<file path="src/rtl/sfx_sequencer.sv">
// sfx_sequencer: turns game-logic jump/death levels into timed jump/isdead
// tone gates for audio_engine, with death priority, a silent gap after each
// jump tone, and a hold-off until the death flag clears.
// Optional build macro: SFX_RETRIGGER_EN (a new jump request during a jump
// tone restarts the tone after a one-cycle drop of the gate).
module sfx_sequencer #(
  parameter int TICK_DIV    = 100000,
  parameter int JUMP_TICKS  = 150,
  parameter int DEATH_TICKS = 1000,
  parameter int GAP_TICKS   = 20
) (
  input  logic CLK100MHZ,
  input  logic CPU_RESETN,
  input  logic jump_req,
  input  logic dead_flag,
  output logic jump,
  output logic isdead,
  output logic busy
);

  localparam int PW = $clog2(TICK_DIV);

  typedef enum logic [2:0] {
    IDLE, JUMP, GAP, DEATH, HOLD
`ifdef SFX_RETRIGGER_EN
    , RETRIG
`endif
  } state_t;

  state_t        state, nxt;
  logic [PW-1:0] presc;
  logic [15:0]   timer, load_val;
  logic          jump_q, dead_q;
  logic          jump_rise, dead_rise, tick, expire;

  assign jump_rise = jump_req & ~jump_q;
  assign dead_rise = dead_flag & ~dead_q;
  assign tick      = (presc == PW'(TICK_DIV - 1));
  // timed states leave on the tick that would take the timer from 1 to 0
  assign expire    = tick && (timer == 16'd1);

  // next-state decision; death always has priority over jump activity
  always_comb begin
    nxt = state;
    case (state)
      IDLE:   if (dead_rise) nxt = DEATH;
              else if (jump_rise) nxt = JUMP;
      JUMP:   if (dead_rise) nxt = DEATH;
`ifdef SFX_RETRIGGER_EN
              else if (jump_rise) nxt = RETRIG;
`endif
              else if (expire) nxt = GAP;
`ifdef SFX_RETRIGGER_EN
      // one silent cycle so audio_engine restarts from its base pitch
      RETRIG: if (dead_rise) nxt = DEATH;
              else nxt = JUMP;
`endif
      GAP:    if (dead_rise) nxt = DEATH;
              else if (expire) nxt = IDLE;
      DEATH:  if (expire) nxt = HOLD;
      HOLD:   if (!dead_flag) nxt = IDLE;
      default: nxt = IDLE;
    endcase
  end

  // tick count loaded on entry to each state (untimed states load 0)
  always_comb begin
    load_val = '0;
    case (nxt)
      JUMP:    load_val = 16'(JUMP_TICKS);
      GAP:     load_val = 16'(GAP_TICKS);
      DEATH:   load_val = 16'(DEATH_TICKS);
      default: load_val = '0;
    endcase
  end

  // state, timebase and registered gate outputs
  always_ff @(posedge CLK100MHZ or negedge CPU_RESETN) begin
    if (!CPU_RESETN) begin
      state  <= IDLE;
      presc  <= '0;
      timer  <= '0;
      jump_q <= 1'b0;
      dead_q <= 1'b0;
      jump   <= 1'b0;
      isdead <= 1'b0;
      busy   <= 1'b0;
    end else begin
      jump_q <= jump_req;
      dead_q <= dead_flag;
      state  <= nxt;
      // outputs decoded from the next state so they move on the sampling edge
      jump   <= (nxt == JUMP);
      isdead <= (nxt == DEATH);
      busy   <= (nxt != IDLE);
      if (nxt != state) begin
        presc <= '0;
        timer <= load_val;
      end else begin
        presc <= tick ? '0 : presc + 1'b1;
        if (tick && timer != 16'd0) timer <= timer - 16'd1;
      end
    end
  end

endmodule

</file>
<file path="config.mk">
export PLATFORM = sky130hd
export DESIGN_NAME = sfx_sequencer
export DESIGN_NICKNAME = d
export VERILOG_FILES = /design/src/rtl/sfx_sequencer.sv
export SDC_FILE = /design/constraint.sdc
export NUM_CORES = 1
export LEC_CHECK = 0
export CAP_MARGIN = 20
export CORE_ASPECT_RATIO = 1.75
export CORE_MARGIN = 2
export CORE_UTILIZATION = 50
export DETAILED_ROUTE_END_ITERATION = 8
export PLACE_DENSITY = 0.67
export SYNTH_ARGS = -nofsm -noshare
export SYNTH_HDL_FRONTEND = slang
export SYNTH_SLANG_ARGS = --single-unit
</file>
<file path="constraint.sdc">
create_clock -name CLK100MHZ -period 2.2 [get_ports CLK100MHZ]
set_clock_uncertainty 0.15 [all_clocks]
set_input_delay 0.66 -clock CLK100MHZ [delete_from_list [all_inputs] [get_ports CLK100MHZ]]
set_output_delay 0.66 -clock CLK100MHZ [all_outputs]
set_load 0.05 [all_outputs]
</file>
# [Word level (Yosys, flattened, before mapping)]
# Cells that the tools add are included.
[op_classes] addsub=2 n_eq_ne=10 reduce_logical=6 n_mux=14 n_bitwise=4
[ops] cell="17-bit two-way mux" count=2
[ops] cell="16-bit two-way mux" count=2
[ops] cell="10-bit case mux with 3 select lines" count=1
[ops] cell="3-bit two-way mux" count=8
[ops] cell="17-bit by 1-bit adder with 17-bit output (second input constant)" count=1
[ops] cell="17-bit == test (second input constant)" count=1
[ops] cell="16-bit by 1-bit == test with 1-bit output (second input constant)" count=1
[ops] cell="16-bit nonzero test" count=1
[ops] cell="16-bit by 1-bit subtractor with 16-bit output (second input constant)" count=1
[ops] cell="3-bit case mux with 5 select lines" count=1
[ops] cell="3-bit by 2-bit == test with 1-bit output (second input constant)" count=4
[ops] cell="3-bit by 1-bit == test with 1-bit output (second input constant)" count=2
[ops] cell="3-bit == test (second input constant)" count=1
[ops] cell="3-bit zero test" count=1
[ops] cell="3-bit != test" count=1
[ops] cell="3-bit nonzero test" count=1
[ops] cell="1-bit AND" count=2
[ops] cell="1-bit logical AND" count=2
[ops] cell="1-bit NOT" count=2
[ops] cell="2-bit nonzero test" count=1
[totals] out_inout_bits=3 input_bits=4 regBits=41

# [Depth between registers and ports, before layout]
[depth] ltp_word=8 depth_mapped=8 mapped_depth_nobuf=7

# [Worst setup path before layout]
# No wires, ideal clock.
[synth_timing] kind="reg-to-reg" from="reg presc[5]" to="reg timer[6]" path_stages_with_launch=6 arrival_time_ps=2017 period_less_slack_ps=2252 t_required_ps=1964 setup_slack_ps=-52 n_path_buf=0 path_cell_list="dfrtp_1 -> or4_4 -> nor4_4 -> nand2_2 -> or3_1 -> a32oi_1"
[synth_via] elab_chain_len=8 word_cells_on_any_way=16
[synth_rtl] item="start: declaration" line="31" source="logic [PW-1:0] presc;"
[synth_rtl] item="start signal: assignment" line="100" source="presc <= tick ? '0 : presc + 1'b1;"
[synth_rtl] item="17-bit == test (*)" line="38" source="assign tick = (presc == PW'(TICK_DIV - 1));"
[synth_rtl] item="1-bit logical AND" line="40" source="assign expire = tick && (timer == 16'd1);"
[synth_rtl] item="3-bit two-way mux (on tied branches)" line="59, 52"
[synth_rtl] item="3-bit two-way mux (on tied branches)" line="58, 48"
[synth_rtl] item="3-bit case mux with 5 select lines" line="45" source="case (state)"
[synth_rtl] item="3-bit by 2-bit == test with 1-bit output / 3-bit by 1-bit == test with 1-bit output (equally long branches)" line="69" source="case (nxt)"
[synth_rtl] item="10-bit case mux with 3 select lines" line="69"
[synth_rtl] item="16-bit two-way mux" line="96" source="if (nxt != state) begin"
[synth_rtl] item="end signal: assignment" line="98" source="timer <= load_val;"
[synth_rtl] item="end signal: assignment" line="101" source="if (tick && timer != 16'd0) timer <= timer - 16'd1;"
[synth_rtl] item="end: declaration" line="32" source="logic [15:0] timer, load_val;"
# Mark *: on every way between the ends. The rest lies on a longest branch, timed or not.
# A chain may end at the register's enable or synchronous reset.

# [Worst setup path after layout]
[layout_timing] from="reg presc[14]" to="reg timer[9]"
# Same word-level chain as after synthesis.

==> results_dict.tcl <==
set metrics [dict create \
    status "finished, violations left" \
    violations "setup timing" \
    n_antenna_cell 0 \
    gp_congestion 0.8203 \
    cts.sinks 41 \
    vias_per_cell 5.759 \
    fin_nets 292 \
    clk_pin_slew_ps 80 \
    antenna_found_initial 0 \
    synth_ff_type "dfrtp_1" \
    core_um2 4404 \
    ant_nets 0 \
    slew-limit-headroom_pct 70.10 \
    syn_area_um2 2281 \
    fmax_mhz 445.4 \
    startpoint "presc[14]$_DFF_PN0_" \
    hold_ws_ps 140.6 \
    synth_warnings 0 \
    ys_seq_area_share_pct 44.98 \
    drtIter0Drc 47 \
    r2r_start "presc[14]$_DFF_PN0_" \
    start_kind "register" \
    drtPass1Iterations 4 \
    synth_edf_count 0 \
    ys_async_sr_fraction_pct 100.0 \
    insertion_delay_ps 300 \
    overflow 0 \
    die-area_um2 5139 \
    critPathKind "reg -> reg" \
    rsz0062_at_grt "yes" \
    cts_max_level 2 \
    yosysUniqueCellTypes 53 \
    root_buffer "clkbuf_8" \
    final_cell_mix "dfrtp_1, buf_4, nor2_1" \
    avgSynthCellArea_um2 9.706 \
    critPathArrivalTime_ps 2310 \
    wl_per_cell_um 15.65 \
    area_delta_synth_final_pct 26.22 \
    reg2reg_to "timer[9]$_DFFE_PN0P_" \
    worst_setup_path_end_kind "register" \
    vdd_drop_max_uv 507.2 \
    grt_pass1_vias 1979 \
    initial_core_util_pct 51.79 \
    cts_buffer_depth 2 \
    p_per_area_nw_per_um2 718.6 \
    cts_buffers 5 \
    r2r_slack_ps -50 \
    multiInputGateArea_um2 1280 \
    io_pins 7 \
    dpl.cell_count 327 \
    grt_first_pass_wirelength_um 8652 \
    drt_wl_total_um 5258 \
    seqCellArea_um2 1026 \
    tightestPinTransition_ps 446.8 \
    fill_cells 398 \
    layout.cells.non_filler 336 \
    dr_total_vias 1935 \
    grt_max_degree 26 \
    hold_violations 0 \
    place_hpwl_um 3961 \
    path_max_fanout 4 \
    p_leak_nw 1.276 \
    cts_tree "yes" \
    drive_above_1_share_pct 26.32 \
    synthCells 235 \
    fin_ws_ps -45.15 \
    r2r_cells 6 \
    period_minus_slack_ps 2245 \
    die_w_um 55.06 \
    min_path_type "in -> async" \
    drv_slew 0 \
    ys_ff_latch 41 \
    cp_data_required_time_ps 2260 \
    die_y_um 93.35 \
    fin_crit_sh_pct 102.1 \
    drc 0 \
    port_buffers 6 \
    std_cell_rows 32 \
    setup_viol_count_final 11 \
    synth_nets 243 \
    maxCapViolCount 0 \
    grt_usage_pct 23.58 \
]
flip-flops by register name, indices dropped and copies added (netlist names):
name,count
presc,17
timer,16
state,3
busy,1
dead_q,1
isdead,1
jump,1
jump_q,1
where the power goes:
| part | total [mW] | internal [mW] | switching, mW |
|---|---|---|---|
| clock | 0.546 | 0.284 | 0.262 |
| sequential | 1.02 | 0.877 | 0.140 |
| combinational | 0.506 | 0.256 | 0.250 |
per-stage QoR:
| step | area (µm²) | setup TNS [ps] | util [%] | power (mW) | worst slack [ps] |
|---|---|---|---|---|---|
| 3_3_place_gp | 2698 | -9324 | 61.25 | 1.496 | -317.4 |
| 2_1_floorplan | 2303 | -16.44 | - | 1.299 | -10.49 |
| 4_1_cts | 2809 | -341.2 | 63.78 | 2.060 | -46.88 |
| 3_5_place_dp | 2698 | -10750 | 61.25 | 1.513 | -377.1 |
| 6_report | 2879 | -207.4 | 65.37 | 2.069 | -45.15 |
| 5_1_grt | 2879 | -1538 | 65.37 | 2.201 | -139.5 |
repair_timing:
item                                    in CTS  in global routing
hold buffers                                 0                  0
gates resized for setup                      3                 13
endpoints found under the setup margin      30                 34
setup buffers                                0                  1
pin swaps                                    8                  8
synth_stat cells (4+ instances only):
master | number | area (µm²)
nor2_1 | 29 | 108.9
o21ai_0 | 7 | 35.03
nand3_1 | 11 | 55.05
nand4_1 | 10 | 62.56
dfrtp_1 | 41 | 1026
ha_1 | 4 | 50.05
inv_1 | 8 | 30.03
nor3_1 | 7 | 35.03
a21oi_1 | 9 | 45.04
xor2_1 | 14 | 122.6
xnor2_1 | 8 | 70.07
and4_1 | 4 | 35.03
nand2b_1 | 5 | 31.28
o31ai_1 | 4 | 30.03
or3_1 | 4 | 25.02
nand2_1 | 10 | 37.54
worst max-delay path, stage by stage, from the launching register on:
cell	delay, ps
dfrtp_1	390
or4bb_4	550
nor4_4	310
buf_4	200
nand2_4	60
or3_1	310
a32oi_1	190
layout make-up:
type | instances | area share [%]
clock buffers | 7 | 3.346
clock inverters | 1 | 0.1738
inverters | 8 | 1.043
multi-input cells | 181 | 44.46
flip-flops and latches | 41 | 35.64
well taps | 51 | 2.216
repair buffers | 47 | 13.12
layer usage:
metal  part of all wire (%)  track usage, %
met1                     38           24.40
met2                     58           43.25
met3                    1.2           3.674
met4                    2.4           10.77
met5                      0               0
worst max path at each step:
stage	to	slack, ps	cells past startpoint
2_1_floorplan	timer[6]$_DFFE_PN0P_	-10	5
3_3_place_gp	timer[1]$_DFFE_PN0P_	-320	7
3_5_place_dp	presc[11]$_DFF_PN0_	-380	6
4_1_cts	timer[1]$_DFFE_PN0P_	-50	6
5_1_grt	timer[1]$_DFFE_PN0P_	-140	6
6_report	timer[9]$_DFFE_PN0P_	-50	6
kinds of logic (layout without fill, tap and decap cells):
logic type | count (synthesis) | in the layout | synth area share, %
XOR/XNOR | 22 | 22 | 8.448
buffers and inverters | 13 | 63 | 2.359
adder cells (fa/ha/maj) | 5 | 5 | 2.633
AO/OA/AOI/OAI | 40 | 40 | 11.63
AND/OR/NAND/NOR | 111 | 111 | 28.58
multiplexers | 3 | 3 | 1.371
flip-flops | 41 | 41 | 44.98
Power figures use the tool's default switching activity.
